**src/rtl/regfile_dump_reader.sv**
```systemverilog
// -----------------------------------------------------------------------------
// regfile_dump_reader
//
// Debug read-out sequencer for a register file. A start pulse makes it sweep
// the register file's asynchronous read port over every address. Each word is
// captured and then streamed out on a valid/ready interface, together with its
// index and a last marker.
//
// Optional build macro:
//   REGDUMP_SKIP_ZERO_EN - the sweep starts at address 1, so register 0 is
//                          never read or emitted. When the macro is undefined,
//                          the sweep starts at address 0.
//
// Ports:
//   clk        rising-edge clock shared with the register file
//   rst_n      asynchronous active-low reset
//   start      request a full dump (sampled only in IDLE)
//   abort      terminate a dump in progress; no done pulse
//   rd_addr    address driven to the register file read port
//   rd_data    combinational read data for rd_addr
//   out_valid  out_data/out_index/out_last hold a word
//   out_ready  sink accepts the word when high with out_valid
//   out_data   captured register value
//   out_index  address out_data was read from
//   out_last   high with the final word of the dump
//   busy       high while a dump is in progress (LOAD or SEND)
//   done       one-cycle pulse after the last word is accepted
// -----------------------------------------------------------------------------
module regfile_dump_reader #(
   parameter int unsigned NUM_REGS = 32,
   parameter int unsigned ADDR_W   = 5,
   parameter int unsigned DATA_W   = 32
) (
   input  logic              clk,
   input  logic              rst_n,
   input  logic              start,
   input  logic              abort,
   output logic [ADDR_W-1:0] rd_addr,
   input  logic [DATA_W-1:0] rd_data,
   output logic              out_valid,
   input  logic              out_ready,
   output logic [DATA_W-1:0] out_data,
   output logic [ADDR_W-1:0] out_index,
   output logic              out_last,
   output logic              busy,
   output logic              done
);

   typedef enum logic [1:0] {
      IDLE = 2'd0,
      LOAD = 2'd1,
      SEND = 2'd2
   } state_t;

`ifdef REGDUMP_SKIP_ZERO_EN
   localparam logic [ADDR_W-1:0] FIRST_ADDR = ADDR_W'(1);
`else
   localparam logic [ADDR_W-1:0] FIRST_ADDR = ADDR_W'(0);
`endif
   localparam logic [ADDR_W-1:0] LAST_ADDR  = ADDR_W'(NUM_REGS - 1);

   state_t state;
   state_t state_next;

   // out_valid is always high in SEND, so this is the accept condition there.
   logic handshake;
   assign handshake = out_valid && out_ready;

   // NOTE: sequential state uses non-blocking assignments, so every flop
   // samples values from before the edge, whatever order the blocks run in.
   always_ff @(posedge clk or negedge rst_n) begin
      if (!rst_n) state <= IDLE;
      else        state <= state_next;
   end

   always_comb begin
      // NOTE: the default is assigned first, so no path leaves state_next
      // unassigned and no latch is inferred.
      state_next = state;
      case (state)
         IDLE:    if (start) state_next = LOAD;
         LOAD:    state_next = SEND;
         SEND:    if (handshake) state_next = out_last ? IDLE : LOAD;
         default: state_next = IDLE;
      endcase
      // abort takes priority over start and over a handshake in the same cycle.
      if (abort) state_next = IDLE;
   end

   assign busy = (state != IDLE);

   always_ff @(posedge clk or negedge rst_n) begin
      if (!rst_n) begin
         rd_addr   <= '0;
         out_valid <= 1'b0;
         out_data  <= '0;
         out_index <= '0;
         out_last  <= 1'b0;
         done      <= 1'b0;
      end else begin
         done <= 1'b0;
         if (abort) begin
            // The word that is pending is dropped and not counted as delivered.
            out_valid <= 1'b0;
            rd_addr   <= '0;
         end else begin
            case (state)
               IDLE: begin
                  if (start) rd_addr <= FIRST_ADDR;
               end
               LOAD: begin
                  // Any register-file write at this same edge is not visible,
                  // so the old value is the one captured.
                  out_data  <= rd_data;
                  out_index <= rd_addr;
                  out_last  <= (rd_addr == LAST_ADDR);
                  out_valid <= 1'b1;
               end
               SEND: begin
                  if (handshake) begin
                     out_valid <= 1'b0;
                     // rd_addr stops at LAST_ADDR, so it never wraps.
                     if (out_last) done    <= 1'b1;
                     else          rd_addr <= rd_addr + ADDR_W'(1);
                  end
               end
               default: ;
            endcase
         end
      end
   end

endmodule

```
**config.mk**
```make
export PLATFORM = sky130hd
export DESIGN_NAME = regfile_dump_reader
export DESIGN_NICKNAME = d
export VERILOG_FILES = /design/src/rtl/regfile_dump_reader.sv
export SDC_FILE = /design/constraint.sdc
export NUM_CORES = 1
export LEC_CHECK = 0
export ABC_AREA = 1
export CORE_ASPECT_RATIO = 0.75
export CORE_MARGIN = 4
export CORE_UTILIZATION = 45
export DETAILED_ROUTE_END_ITERATION = 12
export PLACE_DENSITY = 0.89
export SYNTH_ARGS = -nofsm -noshare
export SYNTH_HDL_FRONTEND = slang
export SYNTH_SLANG_ARGS = --single-unit
```
**constraint.sdc**
```tcl
create_clock -name clk -period 2.6 [get_ports clk]
set_input_delay 0.39 -clock clk [delete_from_list [all_inputs] [get_ports clk]]
set_output_delay 0.39 -clock clk [all_outputs]
set_load 0.01 [all_outputs]
```
==> metrics <==
final setup fails 0; filler cell count around 350; predominant post-synthesis flop cell dfrtp_1; hold_buf cts 0; Crit path max-delay family buffers and inverters; share of layout cells above drive strength 1 0.0545; CP max stage cell dfrtp_1; via count roughly 1800; # diodes 0; synth cell count leaders 104 x nand2_1, 47 x dfrtp_1, 39 x nand3_1; Post-Syn Area 2020 µm²; clk slew on worst S/H paths about 90 ps; Final period util 0.711; routability cong. 0.836; EDFF count, synth 0; Die Ht 66.0 µm; worst-skew pair later-pin latency just under 300 ps; DR WL/cell 13.8 µm; IO buf count 82; async set-reset flop share out of synthesis 1.00; cell-by-cell trace of the critical path nor2_1 > inv_1 > clkdlybuf4s50_1; setup TNS 0 ps; crit path kind reg -> out; starting density of the core 0.483; top cells by area, synth dfrtp_1 58%, nand2_1 19%, nand3_1 9.7%, buf_6 2.2%, buf_4 1.5%; I/O pins 83; Slew Limit Headroom 0.314; sequential share of the synthesized area 0.583; Synth area leader dfrtp_1; worst min path class in -> async; ANT nets after route 0; share of the synthesized area in the top cell type 0.583; Power Dens Cells around 800 nW/µm²; status complete, no violations; post-layout minimum cycle time about 1800 ps; nets 350; critical path fanouts, max 6; # clock sinks between 40 and 50; Pleak between 0.001 and 0.0015 µW; cts bufs inserted 5; most frequent cell after synthesis nand2_1; grt total ovfl 0; Final Skew approximately 5.5 ps; met1 WL 2.29 mm; total of max-cap violations 0; Largest stage delay, worst path between 400 and 500 ps; VDD IR-drop max 465 µV; Avg Inst Size Synth about 8.8 µm²; final wirelength ~5 mm; CP endpoint kind output port; die width approximately 85 µm; drt drc 0; Vias per Instance 4.96; Layout area overhead 47.1%; WL met2 between 2 and 2.5 mm; clock tree buffer depth 2; top sig layer met4; number of synthesized register bits 47; CP Data Arrival Time around 1500 ps; root buffer cell clkbuf_8; initial antenna violation count 0; filler-free cell count of the finished design about 370; placed cell count between 300 and 400; CP required 2210 ps; postcts setup bufs 0; post-detailed-placement half-perimeter wirelength approximately 3.6 mm; Die Area approximately 5600 µm²; Placeable Area between 4000 and 5000 µm²; area taken by multi-input logic gates between 700 and 800 µm²; H-tree levels 2; Ys Warns 0; Buf/Inv on CP 2; Least-Margin Pin Slew about 1000 ps; Net Count, Synth 269; largest net degree at the start of global routing 48; RSZ-0062 raised after global routing false; router iterations before antenna repair 4; first-pass GRT wire length roughly 8.1 mm; Slew Viols, Final 0; startpoint types flop; CTS tree built; Max Freq between 500 and 600 MHz; FP Rows 20; met3 wire length between 500 and 600 µm; synthesized instance count 230; initial drt markers between 60 and 70; Tot GR Track Use 0.181; Yosys cell types 18; Hold Fails Final Rpt 0; FF+latch area around 1200 µm²; Resized Gates After CTS 0; number of global-route vias before repair roughly 1800
[final cells by class]
type                       count  share of cell area
multi-input combinational    163               0.242
timing repair buffer          85               0.283
sequential                    47               0.396
clock inverter                 2              0.0202
tap                           55              0.0232
inverter                       9              0.0114
clock buffer                   6              0.0245
[stage by stage]
stage                      util  power [µW]  hold slack (ps)  cell area, µm²  setup WS (ps)
after floorplan               -        1310             94.4            2020           1270
after global placement    0.678        1750              452            2830            790
after detailed placement  0.678        1780              459            2830            717
after CTS                 0.710        2400              305            2970            746
after global routing      0.710        2510              352            2970            675
final                     0.710        2380              274            2970            751
[flip-flops by register name, indices dropped and copies added, names as in the netlist]
| register | count |
|---|---|
| out_index | 5 |
| out_data | 32 |
| out_valid | 1 |
| done | 1 |
| state | 2 |
| rd_addr | 5 |
| out_last | 1 |
[power breakdown]
| group | internal [µW] | switching [µW] |
|---|---|---|
| clock | 384 | 232 |
| sequential | 903 | 104 |
| combinational | 415 | 338 |
| total | 1700 | 675 |
[routing by layer]
layer  vias to the layer above  global-route usage
li1                        890                   -
met1                       840               0.242
met2                        86               0.289
met3                         6              0.0660
met4                         0              0.0277
met5                         -                   0
[layout by cell type, fill, tap and decap left out]
cell,instances
nand2_1,104
buf_2,1
nor2_1,8
nor4_1,1
clkbuf_8,5
o21ai_2,2
clkbuf_1,1
buf_4,3
clkdlybuf4s50_1,81
nand2_4,1
nor2_2,1
inv_2,1
ha_1,2
inv_1,8
dfrtp_1,47
bufinv_16,2
o211ai_1,1
nor2_4,1
nand3_1,39
nor3_1,2
nand4_1,1
[cell families after synthesis]
kind of cell / count (synthesis) / synth area share
AND/OR/NAND/NOR: 158 / 0.331
buffers and inverters: 20 / 0.0614
flip-flops: 47 / 0.583
adder cells (fa/ha/maj): 2 / 0.0124
AO/OA/AOI/OAI: 3 / 0.0124
[worst paths after layout]
check,slack [ps],end,from,depth (start not counted)
min,270,out_data[10]$_DFFE_PN0P_,rst_n,1
max in group asynchronous,1690,out_data[0]$_DFFE_PN0P_,rst_n,1
min in group clk,470,out_data[20]$_DFFE_PN0P_,out_data[20]$_DFFE_PN0P_,2
min reg2reg,470,out_data[20]$_DFFE_PN0P_,out_data[20]$_DFFE_PN0P_,2
max,750,busy,state[1]$_DFFE_PN0P_,3
max reg2reg,990,out_data[30]$_DFFE_PN0P_,state[1]$_DFFE_PN0P_,4
(Power assumes the default switching activity.)
==> RTL change 1 (same settings) <==
Set the parameter `DATA_W` to 40 (it was 32).
--- a/src/rtl/regfile_dump_reader.sv
+++ b/src/rtl/regfile_dump_reader.sv
@@ -29,7 +29,7 @@
 module regfile_dump_reader #(
    parameter int unsigned NUM_REGS = 32,
    parameter int unsigned ADDR_W   = 5,
-   parameter int unsigned DATA_W   = 32
+   parameter int unsigned DATA_W   = 40
 ) (
    input  logic              clk,
    input  logic              rst_n,
Ports: changed (resized out_data and rd_data); port bits go from 83 to 99. The function was not compared with the original's and may differ.
==> RTL change 1 against the original RTL <==
Hold slack got worse by 0.11 ns. Combinational power rose by 24%. Synthesized area rose by 14%. Setup slack improved by 0.0032 ns. Sequential cell count rose by 8. Total power rose by 8.3%. Cell area rose by 15%. Wire length rose by 18%.
==> RTL change 1: results (changes against the original RTL) <==
----------------------------------------------------
[Timing]
  Maximum clock skew at final layout ... 0.00298 ns (-0.00255 ns)
  Hold violation count in the final report ... 0 (unchanged)
  Relative slew slack ... 0.486 (+0.172)

[Clocking]
  Clock buffers created by TritonCTS ... 5 (unchanged)
  Clk slew on worst S/H paths ... 0.09 ns (about the same)
  Count of buffers added by post-CTS timing repair for setup ... 0 (unchanged)
  CTS H-tree lvls ... 2 (unchanged)
  Source-to-sink clock delay at the later pin of the worst-skew pair ... 0.29 ns (about the same)
  CTS resizes ... 0 (unchanged)
  Hold bufs inserted after CTS ... 0 (unchanged)
  Clk Tree Root Cell ... clkbuf_8
  Bufs on Longest Clock Path ... 2 (unchanged)

[Drt]
  Via count ... 2,086 (+14%)
  Final routed wirelength across all metal layers ... 5.99 mm (+18%)
  First DRT Iteration DRCs ... 115 (+85%)
  Length of the first detailed-routing pass in iterations ... 4 (unchanged)

[Critical path]
  Capturing point of the worst reg2reg path ... rd_addr[4]$_DFFE_PN0P_
  Setup slack of the most critical reg-to-reg path ... 1.18 ns (+0.19 ns)
  R2R Path Start ... rd_addr[0]$_DFFE_PN0P_
  Arrival time reported for the critical path endpoint ... 1.46 ns (about the same)
  Worst setup path start ... state[1]$_DFFE_PN0P_
  Critical path endpoint ... busy
  Worst Path Max Fanout ... 6 (unchanged)
  Worst r2r path cells ... 8 (+4)

[Finish]
  Final non-filler cell total ... 422 (+15%)
  Antenna diode count ... 0 (unchanged)
  Fraction of final layout cells sized beyond drive strength 1 ... 0.0525 (-0.00200)
  Regs by FF count ... out_data: 40 flops, out_index: 5 flops, rd_addr: 5 flops
  # nets final ... 408 (+17%)

[Global route]
  Initial antenna violation count ... 0 (unchanged)
  Total global routing track utilization ... 0.195 (+0.0138)
  Via count of the first global-routing pass ... 2,100 (+20%)
  Pin count of the biggest net entering global routing ... 47 (-2.1%)
  Global-route wire length before repair ... 9.98 mm (+23%)

[Yosys]
  Synth warn ... 0 (unchanged)
  Syn Nets ... 312 (+16%)
  Async set-reset flop share out of synthesis ... 1.00 (unchanged)
  Ranking of synthesized cells by instance count ... nand2_1 (119), dfrtp_1 (55), nand3_1 (47)
  Share of the yosys chip area belonging to registers ... 0.598 (+0.0150)
  Number of standard cells after synthesis ... 265 (+15%)
  Ys flop type ... dfrtp_1
  Unique masters post-synth ... 17 (-1)
  Leading post-synthesis cells by cell area ... dfrtp_1 (60%), nand2_1 (19%), nand3_1 (10%)

[Placed design]
  Final GP Congestion ... 0.922 (+10%)
  Post-detailed-placement cell area ... 3320 um2 (+17%)
  HPWL reported at the end of detailed placement ... 4.32 mm (+21%)
  Quantity of I/O buffers inserted on ports ... 98 (+20%)

[Pwr]
  Switching power ... 0.799 mW (+19%)
  IR drop worst, VDD ... 0.380 mV (-18%)
  Lkg Pwr ... 1.68 nW (+14%)

[Status]
  Outcome ... completed

[Worst hold path]
  Classification of the worst-slack hold path ... in2async

----------------------------------------------------
-- RTL change 1: cell types whose count changed after synthesis, sizes merged --
cell   unedited run  this run
dfrtp            47        55
nand2           105       121
buf              11        14
nand3            39        47
-- RTL change 1: cell families (layout without fill, tap and decap cells) --
logic type | Yosys count | count (layout) | share of synthesized area
simple gates | 182 | 182 | 0.334
flops | 55 | 55 | 0.598
buf+inv | 23 | 120 | 0.0489
compound gates | 3 | 3 | 0.00761
fa+ha+maj | 2 | 2 | 0.0109
-- RTL change 1: cell type report --
| type | count | area [um2] |
|---|---|---|
| Tap cell | 60 | 75.1 |
| Sequential cell | 55 | 1380 |
| Inverter | 9 | 33.8 |
| Clock buffer | 7 | 76.3 |
| Multi-Input combinational cell | 187 | 812 |
| Fill cell | 403 | 1520 |
| Timing Repair Buffer | 103 | 1030 |
| Clock inverter | 1 | 5.00 |
-- RTL change 1: metal layers --
metal	track usage	up-vias	wire, um
li1	-	1025	-
met1	0.255	969	2750
met2	0.313	84	2780
met3	0.0657	8	375
met4	0.0475	0	87
met5	0	-	0
-- RTL change 1: power by group through the flow --
stage,clock network [mW],registers (mW),logic [mW]
finish,0.444,1.19,0.934
global route,0.503,1.22,1.02
CTS,0.458,1.20,0.946
detailed placement,0,1.21,0.945
global placement,0,1.20,0.913
floorplan,0,1.30,0.250
-- RTL change 1: worst max-delay path: stages (launching register included) --
cell	delay, ns
dfrtp_1	0.46
nor2_1	0.18
inv_1	0.05
clkdlybuf4s50_1	0.47
-- RTL change 1: per-stage QoR --
stage	setup slack (ns)	power (mW)	hold WS, ns	util
floorplan	1.27	1.55	0.0944	-
global placement	0.712	2.12	0.453	0.674
detailed placement	0.653	2.15	0.457	0.674
CTS	0.741	2.60	0.173	0.691
global route	0.670	2.74	0.204	0.691
finish	0.754	2.57	0.160	0.691
==> RTL change 2 (config.mk and constraints unchanged) <==
Without the edit above. Encoding of `state_t`: now one-hot (3 bits for 3 states).
--- a/src/rtl/regfile_dump_reader.sv
+++ b/src/rtl/regfile_dump_reader.sv
@@ -46,10 +46,10 @@
    output logic              done
 );
 
-   typedef enum logic [1:0] {
-      IDLE = 2'd0,
-      LOAD = 2'd1,
-      SEND = 2'd2
+   typedef enum logic [2:0] {
+      IDLE = 3'b001,
+      LOAD = 3'b010,
+      SEND = 3'b100
    } state_t;
 
 `ifdef REGDUMP_SKIP_ZERO_EN
Function: no difference found for any inputs over 10 cycles, from zero or initial values and one cycle with rst_n low; not proved beyond that.
==> RTL change 2 against the original RTL <==
Die area grew 12%. Synthesized area grew 14%. Count of clock-buffer cells in the layout decreased by 1. Wire length rose by 8.6%. Maximum frequency decreased by 5.8%. Cell area increased by 8.7%. Setup slack worse by 0.11 ns. Non-clock buffer count is 2 higher. Register-to-register slack better by 0.02 ns. Sequential cell count grew 1. Total power up 27%.
==> RTL change 2: results (changes against the original RTL) <==
----------------------------------------------------
[Pwr]
  Combinational cell power ... 1.29 mW (+71%)
  Lkg Pwr ... 1.50 nW (+1.8%)
  Switching share of total power ... 0.342 (+0.0580)
  IR drop worst, VDD ... 0.578 mV (+24%)
  Seq group ... 1.19 mW (+18%)

[Placed design]
  Final GP Congestion ... 0.871 (+4.2%)
  Number of placed cells counting well taps ... 373 (+3.9%)
  HPWL reported at the end of detailed placement ... 4.04 mm (+13%)

[Timing]
  Worst hold slack ... 0.0823 ns (-0.191 ns)
  Relative slew slack ... 0.610 (+0.296)
  Maximum clock skew at final layout ... 0.00809 ns (+0.00256 ns)

[Yosys]
  Number of standard cells after synthesis ... 238 (+3.5%)
  Unique masters post-synth ... 25 (+7)
  Share of the yosys chip area belonging to registers ... 0.524 (-0.0588)
  Ranking of synthesized cells by instance count ... nand2_1 (95), dfrtp_1 (47), nand3_2 (32)

[Critical path]
  Kind of cell adding the most delay to the critical path ... flip-flops
  Worst setup path start ... state[0]$_DFFE_PN1P_
  Delay of the slowest critical-path stage ... 0.58 ns (+0.11 ns)
  Arrival time reported for the critical path endpoint ... 1.57 ns (+0.11 ns)
  Worst r2r path cells ... 7 (+3)
  Setup slack of the most critical reg-to-reg path ... 1.01 ns (+0.02 ns)
  Worst Path Max Fanout ... 5 (-1)
  Capturing point of the worst reg2reg path ... out_valid$_DFFE_PN0P_
  Slowest-stage cell, CP ... dfstp_2

[Status]
  Outcome ... completed

[Finish]
  # nets final ... 359 (+2.6%)
  Fill cells ... 406 (+17%)

[Drt]
  Via count ... 1,875 (+2.9%)
  First DRT Iteration DRCs ... 76 (+23%)
  Ratio of routed vias to standard cells ... 4.92 (-0.87%)

[Global route]
  Global-route wire length before repair ... 9.48 mm (+17%)
  Total global routing track utilization ... 0.185 (+0.00424)

----------------------------------------------------
RTL change 2: cell types whose count changed after synthesis, sizes merged:
cell,change
o21ai,+1
buf,+1
nor2,+5
nand2,-8
o211ai,-1
nand3,+8
nor3,-1
xnor2,+1
dfstp,+1
a21oi,+1
or2,+1
nor4,-1
RTL change 2: worst max path at each step:
stage / endpoint / slack [ns] / cells past startpoint
after floorplan: rd_addr[4]$_DFFE_PN0P_ / 1.22 / 8
after global placement: rd_addr[0]$_DFFE_PN0P_ / 0.70 / 7
after detailed placement: rd_addr[0]$_DFFE_PN0P_ / 0.63 / 7
after CTS: busy / 0.63 / 2
after global routing: busy / 0.57 / 2
final: busy / 0.64 / 2
RTL change 2: metrics by stage:
step           area (um2)  setup slack (ns)  total power [mW]
3_3_place_gp         3110             0.701              2.46
3_5_place_dp         3110             0.625              2.50
5_1_grt              3230             0.569              3.21
6_report             3230             0.637              3.01
2_1_floorplan        2290              1.22              1.81
4_1_cts              3230             0.627              3.04
RTL change 2: kinds of logic (layout without fill, tap and decap cells):
family / after synthesis / in the layout / share of synthesized area
fa+ha+maj: 2 / 2 / 0.0109
compound gates: 4 / 4 / 0.0104
xor+xnor: 1 / 1 / 0.00382
simple gates: 162 / 162 / 0.384
buf+inv: 21 / 104 / 0.0671
flops: 48 / 48 / 0.524
RTL change 2: layer usage:
layer | part of all wire | track usage
met1 | 0.48 | 0.256
met2 | 0.44 | 0.281
met3 | 0.063 | 0.0618
met4 | 0.013 | 0.0441
met5 | 0 | 0
RTL change 2: area by class of cell:
class                           count  share of cell area
Sequential cell                    48               0.373
Multi-Input combinational cell    169               0.291
Timing Repair Buffer               87               0.268
Tap cell                           60              0.0233
Clock buffer                        5              0.0213
Clock inverter                      3              0.0132
Inverter                            9              0.0105
